### config.mk
export PLATFORM = sky130hd
export DESIGN_NAME = mcu_spi_responder
export DESIGN_NICKNAME = d
export VERILOG_FILES = /design/src/rtl/mcu_spi_responder.sv
export SDC_FILE = /design/constraint.sdc
export NUM_CORES = 1
export LEC_CHECK = 0
export CORE_MARGIN = 5
export CORE_UTILIZATION = 55
export DETAILED_ROUTE_END_ITERATION = 7
export PLACE_DENSITY = 0.87
export SYNTH_ARGS = -nofsm -noshare
export SYNTH_HDL_FRONTEND = slang
export SYNTH_SLANG_ARGS = --single-unit
export TNS_END_PERCENT = 30
### constraint.sdc
create_clock -name SYS_CLK -period 2.8 [get_ports SYS_CLK]
set_input_delay 0.56 -clock SYS_CLK [delete_from_list [all_inputs] [get_ports SYS_CLK]]
set_output_delay 0.56 -clock SYS_CLK [all_outputs]
set_load 0.02 [all_outputs]
### src/rtl/mcu_spi_responder.sv
// MCU link responder: deserialises 16-bit SPI command frames and hands them to the CPU side,
// acknowledging the MCU over a four-phase REQ/ACK handshake once the CPU has accepted.
module mcu_spi_responder #(
  parameter int unsigned ADDR_W      = 7,
  parameter int unsigned DATA_W      = 8,
  parameter int unsigned SYNC_STAGES = 2
) (
  input  logic              SYS_CLK,
  input  logic              SYS_RSTn,
  input  logic              MCU_SPI_SCLK,
  input  logic              MCU_SPI_CS,
  input  logic              MCU_SPI_MOSI,
  input  logic              MCU_REQ,
  output logic              MCU_ACK,
  output logic              cmd_valid,
  input  logic              cmd_ready,
  output logic              cmd_wr,
  output logic [ADDR_W-1:0] cmd_addr,
  output logic [DATA_W-1:0] cmd_data,
  output logic              err_short,
  output logic              err_long,
  output logic              overrun
);

  localparam int unsigned FrameBits = 1 + ADDR_W + DATA_W;
  localparam int unsigned CntW      = $clog2(FrameBits + 2);
  localparam logic [CntW-1:0] FrameCnt = CntW'(FrameBits);
  localparam logic [CntW-1:0] SatCnt   = CntW'(FrameBits + 1);

  localparam logic [1:0] StIdle  = 2'd0;
  localparam logic [1:0] StShift = 2'd1;
  localparam logic [1:0] StPend  = 2'd2;
  localparam logic [1:0] StAck   = 2'd3;

  logic [SYNC_STAGES-1:0] sclk_sync_q, cs_sync_q, mosi_sync_q, req_sync_q;
  logic                   sclk_prev_q, cs_prev_q;
  logic                   sclk_s, cs_s, mosi_s, req_s;
  logic                   sclk_rise, cs_rise, cs_fall;

  logic [1:0]             state_q, state_d;
  logic [CntW-1:0]        cnt_q, cnt_d;
  logic [FrameBits-1:0]   sr_q, sr_d;
  logic                   wr_q, wr_d;
  logic [ADDR_W-1:0]      addr_q, addr_d;
  logic [DATA_W-1:0]      data_q, data_d;
  logic                   err_short_q, err_short_d;
  logic                   err_long_q, err_long_d;
  logic                   overrun_q, overrun_d;

  // Synchronisers load the idle bus levels on reset so no false edge follows release.
  always_ff @(posedge SYS_CLK) begin
    if (!SYS_RSTn) begin
      sclk_sync_q <= '0;
      cs_sync_q   <= '1;
      mosi_sync_q <= '0;
      req_sync_q  <= '0;
      sclk_prev_q <= 1'b0;
      cs_prev_q   <= 1'b1;
    end else begin
      sclk_sync_q <= {sclk_sync_q[SYNC_STAGES-2:0], MCU_SPI_SCLK};
      cs_sync_q   <= {cs_sync_q[SYNC_STAGES-2:0], MCU_SPI_CS};
      mosi_sync_q <= {mosi_sync_q[SYNC_STAGES-2:0], MCU_SPI_MOSI};
      req_sync_q  <= {req_sync_q[SYNC_STAGES-2:0], MCU_REQ};
      sclk_prev_q <= sclk_s;
      cs_prev_q   <= cs_s;
    end
  end

  assign sclk_s    = sclk_sync_q[SYNC_STAGES-1];
  assign cs_s      = cs_sync_q[SYNC_STAGES-1];
  assign mosi_s    = mosi_sync_q[SYNC_STAGES-1];
  assign req_s     = req_sync_q[SYNC_STAGES-1];
  assign sclk_rise = sclk_s & ~sclk_prev_q;
  assign cs_rise   = cs_s & ~cs_prev_q;
  assign cs_fall   = ~cs_s & cs_prev_q;

  assign cmd_valid = (state_q == StPend) & req_s;
  assign MCU_ACK   = (state_q == StAck);

  always_comb begin
    state_d     = state_q;
    cnt_d       = cnt_q;
    sr_d        = sr_q;
    wr_d        = wr_q;
    addr_d      = addr_q;
    data_d      = data_q;
    err_short_d = 1'b0;
    err_long_d  = 1'b0;
    overrun_d   = overrun_q;
    unique case (state_q)
      StIdle: begin
        if (cs_fall) begin
          cnt_d   = '0;
          state_d = StShift;
        end
      end
      StShift: begin
        if (cs_rise) begin
          if (cnt_q == FrameCnt) begin
            {wr_d, addr_d, data_d} = sr_q;
            state_d                = StPend;
          end else begin
            err_short_d = (cnt_q < FrameCnt);
            err_long_d  = (cnt_q > FrameCnt);
            state_d     = StIdle;
          end
        end else if (sclk_rise && !cs_s) begin
          sr_d = {sr_q[FrameBits-2:0], mosi_s};
          if (cnt_q != SatCnt) cnt_d = cnt_q + 1'b1;
        end
      end
      StPend: begin
        if (cs_fall) overrun_d = 1'b1;
        if (cmd_valid && cmd_ready) state_d = StAck;
      end
      StAck: begin
        // A new window opening on the same cycle as REQ release goes straight to capture.
        if (!req_s) begin
          if (cs_fall) begin
            cnt_d   = '0;
            state_d = StShift;
          end else begin
            state_d = StIdle;
          end
        end
      end
      default: state_d = StIdle;
    endcase
  end

  always_ff @(posedge SYS_CLK) begin
    if (!SYS_RSTn) begin
      state_q     <= StIdle;
      cnt_q       <= '0;
      sr_q        <= '0;
      wr_q        <= 1'b0;
      addr_q      <= '0;
      data_q      <= '0;
      err_short_q <= 1'b0;
      err_long_q  <= 1'b0;
      overrun_q   <= 1'b0;
    end else begin
      state_q     <= state_d;
      cnt_q       <= cnt_d;
      sr_q        <= sr_d;
      wr_q        <= wr_d;
      addr_q      <= addr_d;
      data_q      <= data_d;
      err_short_q <= err_short_d;
      err_long_q  <= err_long_d;
      overrun_q   <= overrun_d;
    end
  end

  assign cmd_wr    = wr_q;
  assign cmd_addr  = addr_q;
  assign cmd_data  = data_q;
  assign err_short = err_short_q;
  assign err_long  = err_long_q;
  assign overrun   = overrun_q;

endmodule

==> results.json, run 1 <==
{
  "ys_warn_count": 0,
  "min_to": "cs_sync_q[1]$_SDFF_PN1_",
  "grt_pass1_wl_um": 5780,
  "syn_avg_cell_area_sq_um": 9.71,
  "power_density_nw_per_um2": 506,
  "drt_first_iter_violations": 135,
  "synth_fp_nets": 219,
  "grt_usage_pct": 14.3,
  "power_frac_comb_pct": 3.3,
  "cts_buffers": 5,
  "drtAntennaViolNets": 0,
  "setup_viol": 0,
  "worst_setup_path_start_kind": "flop",
  "clock_power_share_pct": 35.5,
  "power_mw": 1.22,
  "rr_startpoint": "cs_sync_q[1]$_SDFF_PN1_",
  "p_leak_nw": 0.951,
  "hold_path_class": "flop to flop",
  "ios": 28,
  "min_path_cells": 1,
  "status": "finished, final reports clean",
  "grt_setup_unrepaired": "false",
  "place_ws_ns": 0.703,
  "num_vias": 1448,
  "clockBufferDepth": 2,
  "dr.pass1.iters": 4,
  "port-buffer-count": 27,
  "dpl_cell_area_sq_um": 2330,
  "place_hpwl_um": 2250,
  "final.setup_skew_ns": 0.00786,
  "relSlewSlack_pct": 58.1,
  "layout-drive-gt1-share_pct": 5.53,
  "grt_max_degree": 48,
  "cts_tree": "built",
  "rows": 22,
  "core_sq_um": 3610,
  "wl_per_cell_um": 12.1,
  "ys_ff_latch": 52,
  "clkLatencyLatePin_ns": 0.31,
  "hold_viol_final": 0,
  "synth_area_sq_um": 2030,
  "cts-resized-gates": 0,
  "design_area_sq_um": 2420,
  "cts_setup_buffers": 0,
  "grt_pass1_vias": 1300,
  "grt.overflow.total": 0,
  "arrival_ns": 1.64,
  "switching_share_pct": 20.7,
  "final_core_util_pct": 67.1,
  "period_share_pct": 78.5,
  "dp_cells": 275,
  "dieWidth_um": 70.7,
  "fmax_mhz": 455,
  "drcViolationCount": 0,
  "synth_cells": 209,
  "synth-edff-count": 0,
  "drt-total-wl_um": 3410,
  "setup_slack_ns": 0.603,
  "hold_start": "cs_sync_q[0]$_SDFF_PN1_",
  "clk_pin_slew_ns": 0.08,
  "cp_max_fo": 13,
  "yosys.cell_types.count": 36,
  "setup_tns_ns": 0,
  "post-route-min-period_ns": 2.20,
  "rr_worst_depth": 4,
  "cts-root-buf": "clkbuf_8",
  "area_growth_pct": 19.2,
  "hold-worst-slack_ns": 0.432,
  "fillerInstances": 297,
  "die_area_sq_um": 5000,
  "switching_power_mw": 0.253,
  "n_antenna_cell": 0,
  "final_cells": 283,
  "required_ns": 2.24,
  "irDropWorstVdd_uv": 288,
  "chipHeight_um": 70.7,
  "worstMarginPinSlew_ns": 0.621,
  "final_nets": 244,
  "initial_core_util_pct": 56.3,
  "synth-async-reset-ratio_pct": 0,
  "power.internal_mw": 0.970,
  "htreeDepth": 2,
  "antenna_found_initial": 0,
  "slew_violations": 0,
  "ys_seq_area_share_pct": 51.3,
  "cap_violations": 0,
  "r2r_slack_ns": 0.68,
  "worstSetupEndpointType": "output pin",
  "cts_sinks": 52,
  "cts_hold_buf": 0,
  "rr_endpoint": "cnt_q[4]$_SDFFE_PN0P_",
  "gp_congestion": 0.827,
  "post_drt_via_cell_ratio": 5.12,
  "synth_ff_type": "dfxtp_1",
  "p_seq_share_pct": 61.2,
  "worstSetupPathType": "flop to output pin"
}
## power by group through the flow
| stage | Sequential, mW | Combinational [mW] | Clock, mW |
|---|---|---|---|
| 3_5_place_dp | 0.767 | 0.0401 | 0 |
| 3_3_place_gp | 0.767 | 0.0397 | 0 |
| 2_1_floorplan | 0.765 | 0.0282 | 0 |
| 4_1_cts | 0.749 | 0.0404 | 0.440 |
| 5_1_grt | 0.751 | 0.0434 | 0.477 |
| 6_report | 0.749 | 0.0402 | 0.434 |
## final cells by class
| class | instances | area (sq um) | area share [%] |
|---|---|---|---|
| multi-input combinational | 140 | 913 | 37.7 |
| timing repair buffer | 30 | 293 | 12.1 |
| tap | 48 | 60.1 | 2.48 |
| inverter | 5 | 18.8 | 0.776 |
| sequential | 52 | 1040 | 43.0 |
| clock buffer | 7 | 86.3 | 3.57 |
| clock inverter | 1 | 7.51 | 0.310 |
## sequential cells by signal, summed over array words and instances, names as in the netlist, named ones only
name         count
cmd_addr         7
cmd_data         8
cmd_wr           1
cnt_q            5
cs_prev_q        1
cs_sync_q        2
err_long         1
err_short        1
mosi_sync_q      2
overrun          1
req_sync_q       2
sclk_prev_q      1
sclk_sync_q      2
sr_q            16
state_q          1
## cells by family after synthesis
group / share of synthesized area, %
AND/OR/NAND/NOR: 23.1
adder cells (fa/ha/maj): 1.85
multiplexers: 8.38
AO/OA/AOI/OAI: 11.7
buffers and inverters: 3.70
flip-flops: 51.3
## synth_stat cells (3+ instances only)
cell,n,area (sq um)
a21boi_0,17,128
nor2_1,4,15.0
and2_1,7,43.8
dfxtp_1,52,1040
nor2b_1,19,119
ha_1,3,37.5
nand2b_1,4,25.0
nand2_1,37,139
buf_2,3,15.0
clkbuf_1,8,30.0
mux2i_1,17,170
o21ai_0,4,20.0
inv_1,5,18.8
## per-layer routing
| metal | track usage [%] | part of all wire [%] |
|---|---|---|
| met3 | 3.84 | 4.6 |
| met4 | 6.89 | 2.0 |
| met1 | 17.4 | 47 |
| met2 | 23.5 | 46 |
| met5 | 0 | 0 |
## worst max-delay path, cell delays in order, from the launching register on
cell and delay (ns):
dfxtp_1 0.51, and3_1 0.23, clkdlybuf4s50_1 0.60
## placed cells by master, fill, tap and decap left out, types with 2 or more instances in the layout
cell type	netlist	final
o21ai_0	4	4
nor3b_1	2	2
inv_1	5	5
or3_1	2	2
nand2_1	37	37
mux2i_1	17	17
dfxtp_1	52	52
a21boi_0	17	17
nor3_1	2	2
and3_1	2	2
o22a_1	2	2
clkbuf_8	0	6
and2_1	7	7
nand2b_1	4	4
nand3_1	2	2
clkdlybuf4s50_1	0	27
nor2_1	4	4
nor2b_1	19	19
buf_4	0	3
ha_1	3	3
## worst max path at each step
stage	start	endpoint	slack, ns	depth (start not counted)
global placement	cs_sync_q[1]$_SDFF_PN1_	cnt_q[4]$_SDFFE_PN0P_	0.73	4
detailed placement	cs_sync_q[1]$_SDFF_PN1_	cnt_q[4]$_SDFFE_PN0P_	0.70	4
floorplan	cs_sync_q[1]$_SDFF_PN1_	cnt_q[4]$_SDFFE_PN0P_	0.99	5
global route	flop	cmd_valid	0.52	2
finish	flop	cmd_valid	0.60	2
CTS	flop	cmd_valid	0.60	2
(Power assumes the default switching activity.)
==> inputs of run 2 (changes only) <==
--- a/config.mk
+++ b/config.mk
@@ -6,9 +6,9 @@
 export NUM_CORES = 1
 export LEC_CHECK = 0
 export CORE_MARGIN = 5
-export CORE_UTILIZATION = 55
+export CORE_UTILIZATION = 53
 export DETAILED_ROUTE_END_ITERATION = 7
-export PLACE_DENSITY = 0.87
+export PLACE_DENSITY = 0.85
 export SYNTH_ARGS = -nofsm -noshare
 export SYNTH_HDL_FRONTEND = slang
 export SYNTH_SLANG_ARGS = --single-unit
==> constraint.sdc (replaced) <==
create_clock -name SYS_CLK -period 2.17 [get_ports SYS_CLK]
set_input_delay 0.434 -clock SYS_CLK [delete_from_list [all_inputs] [get_ports SYS_CLK]]
set_output_delay 0.434 -clock SYS_CLK [all_outputs]
set_load 0.02 [all_outputs]
==> run 2 against run 1 <==
Sequential share of layout area fell by 0.13 points. Global-route usage decreased by 0.85 points. Flip-flop and latch count unchanged. Combinational power increased by 27%. Non-clock buffer count up 1. Via count decreased by 0.90%. Register-to-register slack worse by 0.30 ns. Utilization down 1.3 points. Clock power up 25%. Largest power group unchanged. Critical path type unchanged. Worst setup slack worse by 0.48 ns. Die area increased by 3.2%. Design area grew 0.31%.
==> results.json, run 2 (synthesis results as in run 1) <==
{
  "grt_util_met2_pct": 20.6,
  "cts_hold_buf": 0,
  "die_area_sq_um": 5170,
  "place_hpwl_um": 2220,
  "r2r_slack_ns": 0.38,
  "grt_pass1_wl_um": 5500,
  "worstMarginPinSlew_ns": 0.566,
  "period_share_pct": 94.3,
  "post-route-min-period_ns": 2.05,
  "p_leak_nw": 0.955,
  "wl_per_cell_um": 11.4,
  "grt.overflow.total": 0,
  "hold_viol_final": 0,
  "cts_setup_buffers": 0,
  "largest-register": "sr_q",
  "grt_setup_unrepaired": "false",
  "drt-total-wl_um": 3230,
  "design_area_sq_um": 2430,
  "irDropWorstVdd_uv": 470,
  "setup_tns_ns": 0,
  "gp_congestion": 0.765,
  "final.setup_skew_ns": 0.00489,
  "setup_slack_ns": 0.124,
  "worst_setup_path_start_kind": "flop",
  "dpl_cell_area_sq_um": 2330,
  "grt-busiest-layer": "met2",
  "fmax_mhz": 489,
  "final_nets": 245,
  "clockBufferDepth": 2,
  "cap_violations": 0,
  "grt_pass1_vias": 1281,
  "cts-resized-gates": 0,
  "place_ws_ns": 0.400,
  "layout-drive-gt1-share_pct": 5.93,
  "drcViolationCount": 0,
  "cts-root-buf": "clkbuf_8",
  "rows": 22,
  "cts_tree": "built",
  "grtUsageMet3_pct": 3.37,
  "dr.pass1.iters": 4,
  "status": "finished, final reports clean",
  "relSlewSlack_pct": 61.8,
  "antenna_found_initial": 0,
  "hold_path_class": "flop to flop",
  "port-buffer-count": 27,
  "required_ns": 1.74,
  "clk_pin_slew_ns": 0.08,
  "cp_max_fo": 13,
  "mostFrequentLayoutCells": "dfxtp_1 (52), nand2_1 (37), clkdlybuf4s50_1 (27), nor2b_1 (19)",
  "cts_buffers": 5,
  "final_core_util_pct": 65.8,
  "setup_viol": 0,
  "grt_usage_pct": 13.5,
  "cts_sinks": 52,
  "drt_first_iter_violations": 91,
  "arrival_ns": 1.61,
  "dieWidth_um": 71.9,
  "drtAntennaViolNets": 0,
  "worstSetupEndpointType": "output pin",
  "num_vias": 1435,
  "initial_core_util_pct": 55.0,
  "htreeDepth": 2,
  "post_drt_via_cell_ratio": 5.05,
  "slew_violations": 0,
  "n_antenna_cell": 0,
  "worstSetupPathType": "flop to output pin",
  "final_common_cell": "dfxtp_1",
  "power_density_nw_per_um2": 643,
  "grt_max_degree": 48,
  "use_met1_pct": 16.9,
  "ios": 28,
  "chipHeight_um": 71.9,
  "core_sq_um": 3690,
  "area_growth_pct": 19.6,
  "clkLatencyLatePin_ns": 0.29,
  "largest_reg_flops": 16,
  "power_mw": 1.56
}
==> run 2: worst paths after layout <==
check,end,start,depth (start not counted)
setup / recovery,cmd_valid,flop,2
hold / removal,cs_sync_q[1]$_SDFF_PN1_,cs_sync_q[0]$_SDFF_PN1_,1
setup reg to reg,cnt_q[1]$_SDFFE_PN0P_,cs_sync_q[1]$_SDFF_PN1_,5
hold reg to reg,cs_sync_q[1]$_SDFF_PN1_,cs_sync_q[0]$_SDFF_PN1_,1
==> run 2: critical path: stages (launching register included) <==
cell and delay (ns):
dfxtp_1 0.51, and3_1 0.21, clkdlybuf4s50_1 0.60
==> run 2: metrics by stage <==
| stage | hold slack, ns | instances |
|---|---|---|
| floorplan | 0.386 | 209 |
| finish | 0.415 | 284 |
| global placement | 0.400 | 276 |
| CTS | 0.420 | 284 |
| global route | 0.428 | 284 |
| detailed placement | 0.399 | 276 |
==> run 2: final cells by class <==
class                      instances  area [sq um]
sequential                        52          1040
multi-input combinational        140           913
fill                             317          1260
inverter                           5          18.8
tap                               48          60.1
clock inverter                     1          7.51
clock buffer                       7          86.3
timing repair buffer              31           300
==> run 2: power by group <==
part           total (mW)  internal, mW  switching, mW
Sequential          0.967         0.962        0.00473
Clock               0.542         0.259          0.283
Combinational      0.0510        0.0302         0.0208
==> run 2: metal layers <==
metal	vias to the layer above	share of wire (%)
li1	745	-
met1	663	47
met2	23	47
met3	4	3.4
met4	0	2.0
met5	-	0
==> inputs of run 3 (changes only) <==
--- a/config.mk
+++ b/config.mk
@@ -5,9 +5,10 @@
 export SDC_FILE = /design/constraint.sdc
 export NUM_CORES = 1
 export LEC_CHECK = 0
-export CORE_MARGIN = 5
+export CORE_MARGIN = 2
 export CORE_UTILIZATION = 53
 export DETAILED_ROUTE_END_ITERATION = 7
+export GPL_TIMING_DRIVEN = 1
 export PLACE_DENSITY = 0.85
 export SYNTH_ARGS = -nofsm -noshare
 export SYNTH_HDL_FRONTEND = slang
==> run 3 against run 2 <==
Routed wire length rose by 4.8%. Highest routed layer unchanged. Final cell count did not move. Non-clock buffer count did not move. Total power fell by 0.89%. Largest power group unchanged. Flip-flop and latch count did not move.
==> results.json, run 3 (synthesis results as in run 1) <==
{
  "endpoint": "cmd_valid",
  "clkLatencyLatePin_ns": 0.30,
  "final.setup_skew_ns": 0.00892,
  "chipHeight_um": 65.9,
  "final_core_util_pct": 66.4,
  "core_sq_um": 3660,
  "path_buf_inv": 1,
  "arrival_ns": 1.63,
  "worstMarginPinSlew_ns": 0.637,
  "dr.pass1.iters": 4,
  "power_mw": 1.55,
  "cp.depth": 2,
  "clockBufferDepth": 2,
  "gp_congestion": 0.860,
  "crit_family": "buffers and inverters",
  "setup_viol": 0,
  "final_common_cell": "dfxtp_1",
  "fillerInstances": 304,
  "cts_hold_buf": 0,
  "grt_max_degree": 48,
  "dpl_cell_area_sq_um": 2350,
  "worstSetupPathType": "flop to output pin",
  "cts-root-buf": "clkbuf_8",
  "dieWidth_um": 65.9,
  "htreeDepth": 2,
  "cap_violations": 0,
  "antenna_found_initial": 0,
  "n_antenna_cell": 0,
  "largest_reg_flops": 16,
  "cpMaxStageDelayCell": "clkdlybuf4s50_1",
  "initial_core_util_pct": 55.4,
  "layout-drive-gt1-share_pct": 5.51,
  "post-route-min-period_ns": 2.07,
  "status": "finished, final reports clean",
  "grt_setup_unrepaired": "false",
  "hold_viol_final": 0,
  "drtAntennaViolNets": 0,
  "drt_first_iter_violations": 92,
  "final_nets": 245,
  "drcViolationCount": 0,
  "num_vias": 1416,
  "area_growth_pct": 19.8,
  "design_area_sq_um": 2430,
  "power_density_nw_per_um2": 636,
  "relSlewSlack_pct": 56.9,
  "grt_pass1_vias": 1259,
  "cts-resized-gates": 0,
  "rr_endpoint": "cnt_q[1]$_SDFFE_PN0P_",
  "rr_worst_depth": 5,
  "largest-register": "sr_q",
  "path_cells": "and3_1 -> clkdlybuf4s50_1",
  "rr_startpoint": "cs_sync_q[1]$_SDFF_PN1_",
  "worstSetupEndpointType": "output pin",
  "p_leak_nw": 0.960,
  "clk_pin_slew_ns": 0.08,
  "setup_tns_ns": 0,
  "wl_per_cell_um": 11.9,
  "cts_tree": "built",
  "mostFrequentLayoutCells": "dfxtp_1 (52), nand2_1 (37), clkdlybuf4s50_1 (27), nor2b_1 (19)",
  "grt.overflow.total": 0,
  "port-buffer-count": 27,
  "worst_setup_path_start_kind": "flop",
  "slew_violations": 0,
  "hold_path_class": "flop to flop",
  "fmax_mhz": 484,
  "required_ns": 1.74,
  "rows": 22,
  "grt_pass1_wl_um": 5510,
  "irDropWorstVdd_uv": 434,
  "r2r_slack_ns": 0.29,
  "ios": 28,
  "cts_buffers": 5,
  "post_drt_via_cell_ratio": 4.99,
  "cp_max_fo": 13,
  "cp_slowest_stage_delay_ns": 0.59,
  "drt-total-wl_um": 3380,
  "cts_setup_buffers": 0,
  "die_area_sq_um": 4340,
  "cts_sinks": 52,
  "period_share_pct": 95.2,
  "place_hpwl_um": 2250,
  "grt_usage_pct": 16.8
}
==> run 3: metrics by stage <==
stage,hold slack [ns],setup WS [ns],std cells
6_report,0.428,0.105,284
5_1_grt,0.446,0.0158,284
4_1_cts,0.435,0.0987,284
3_5_place_dp,0.414,0.301,276
3_3_place_gp,0.395,0.383,276
2_1_floorplan,0.386,0.358,209
==> run 3: per-layer routing <==
metal / share of wire (%) / track usage [%] / up-vias
met1: 49 / 21.0 / 637
met2: 46 / 27.0 / 22
li1: - / - / 750
met4: 1.9 / 8.59 / 0
met5: 0 / 0 / -
met3: 3.0 / 3.58 / 7
==> run 3: worst min path at each step <==
stage / depth (start not counted) / endpoint / startpoint / slack [ns]
2_1_floorplan: 1 / cs_sync_q[1]$_SDFF_PN1_ / cs_sync_q[0]$_SDFF_PN1_ / 0.39
3_3_place_gp: 1 / cs_sync_q[1]$_SDFF_PN1_ / cs_sync_q[0]$_SDFF_PN1_ / 0.39
3_5_place_dp: 1 / cs_sync_q[1]$_SDFF_PN1_ / cs_sync_q[0]$_SDFF_PN1_ / 0.41
4_1_cts: 1 / cs_sync_q[1]$_SDFF_PN1_ / cs_sync_q[0]$_SDFF_PN1_ / 0.43
5_1_grt: 1 / cs_sync_q[1]$_SDFF_PN1_ / cs_sync_q[0]$_SDFF_PN1_ / 0.45
6_report: 1 / cs_sync_q[1]$_SDFF_PN1_ / cs_sync_q[0]$_SDFF_PN1_ / 0.43
==> run 3: where the power goes <==
group,internal (mW),total (mW),switching (mW)
clock,0.231,0.527,0.296
combinational,0.0302,0.0516,0.0214
sequential,0.962,0.967,0.00512
total,1.22,1.55,0.323
==> run 3: area by class of cell <==
class | count | area [sq um] | area share (%)
multi-input combinational | 140 | 913 | 37.6
sequential | 52 | 1040 | 42.8
timing repair buffer | 31 | 313 | 12.9
clock buffer | 7 | 76.3 | 3.14
inverter | 5 | 18.8 | 0.772
clock inverter | 1 | 8.76 | 0.360
tap | 48 | 60.1 | 2.47
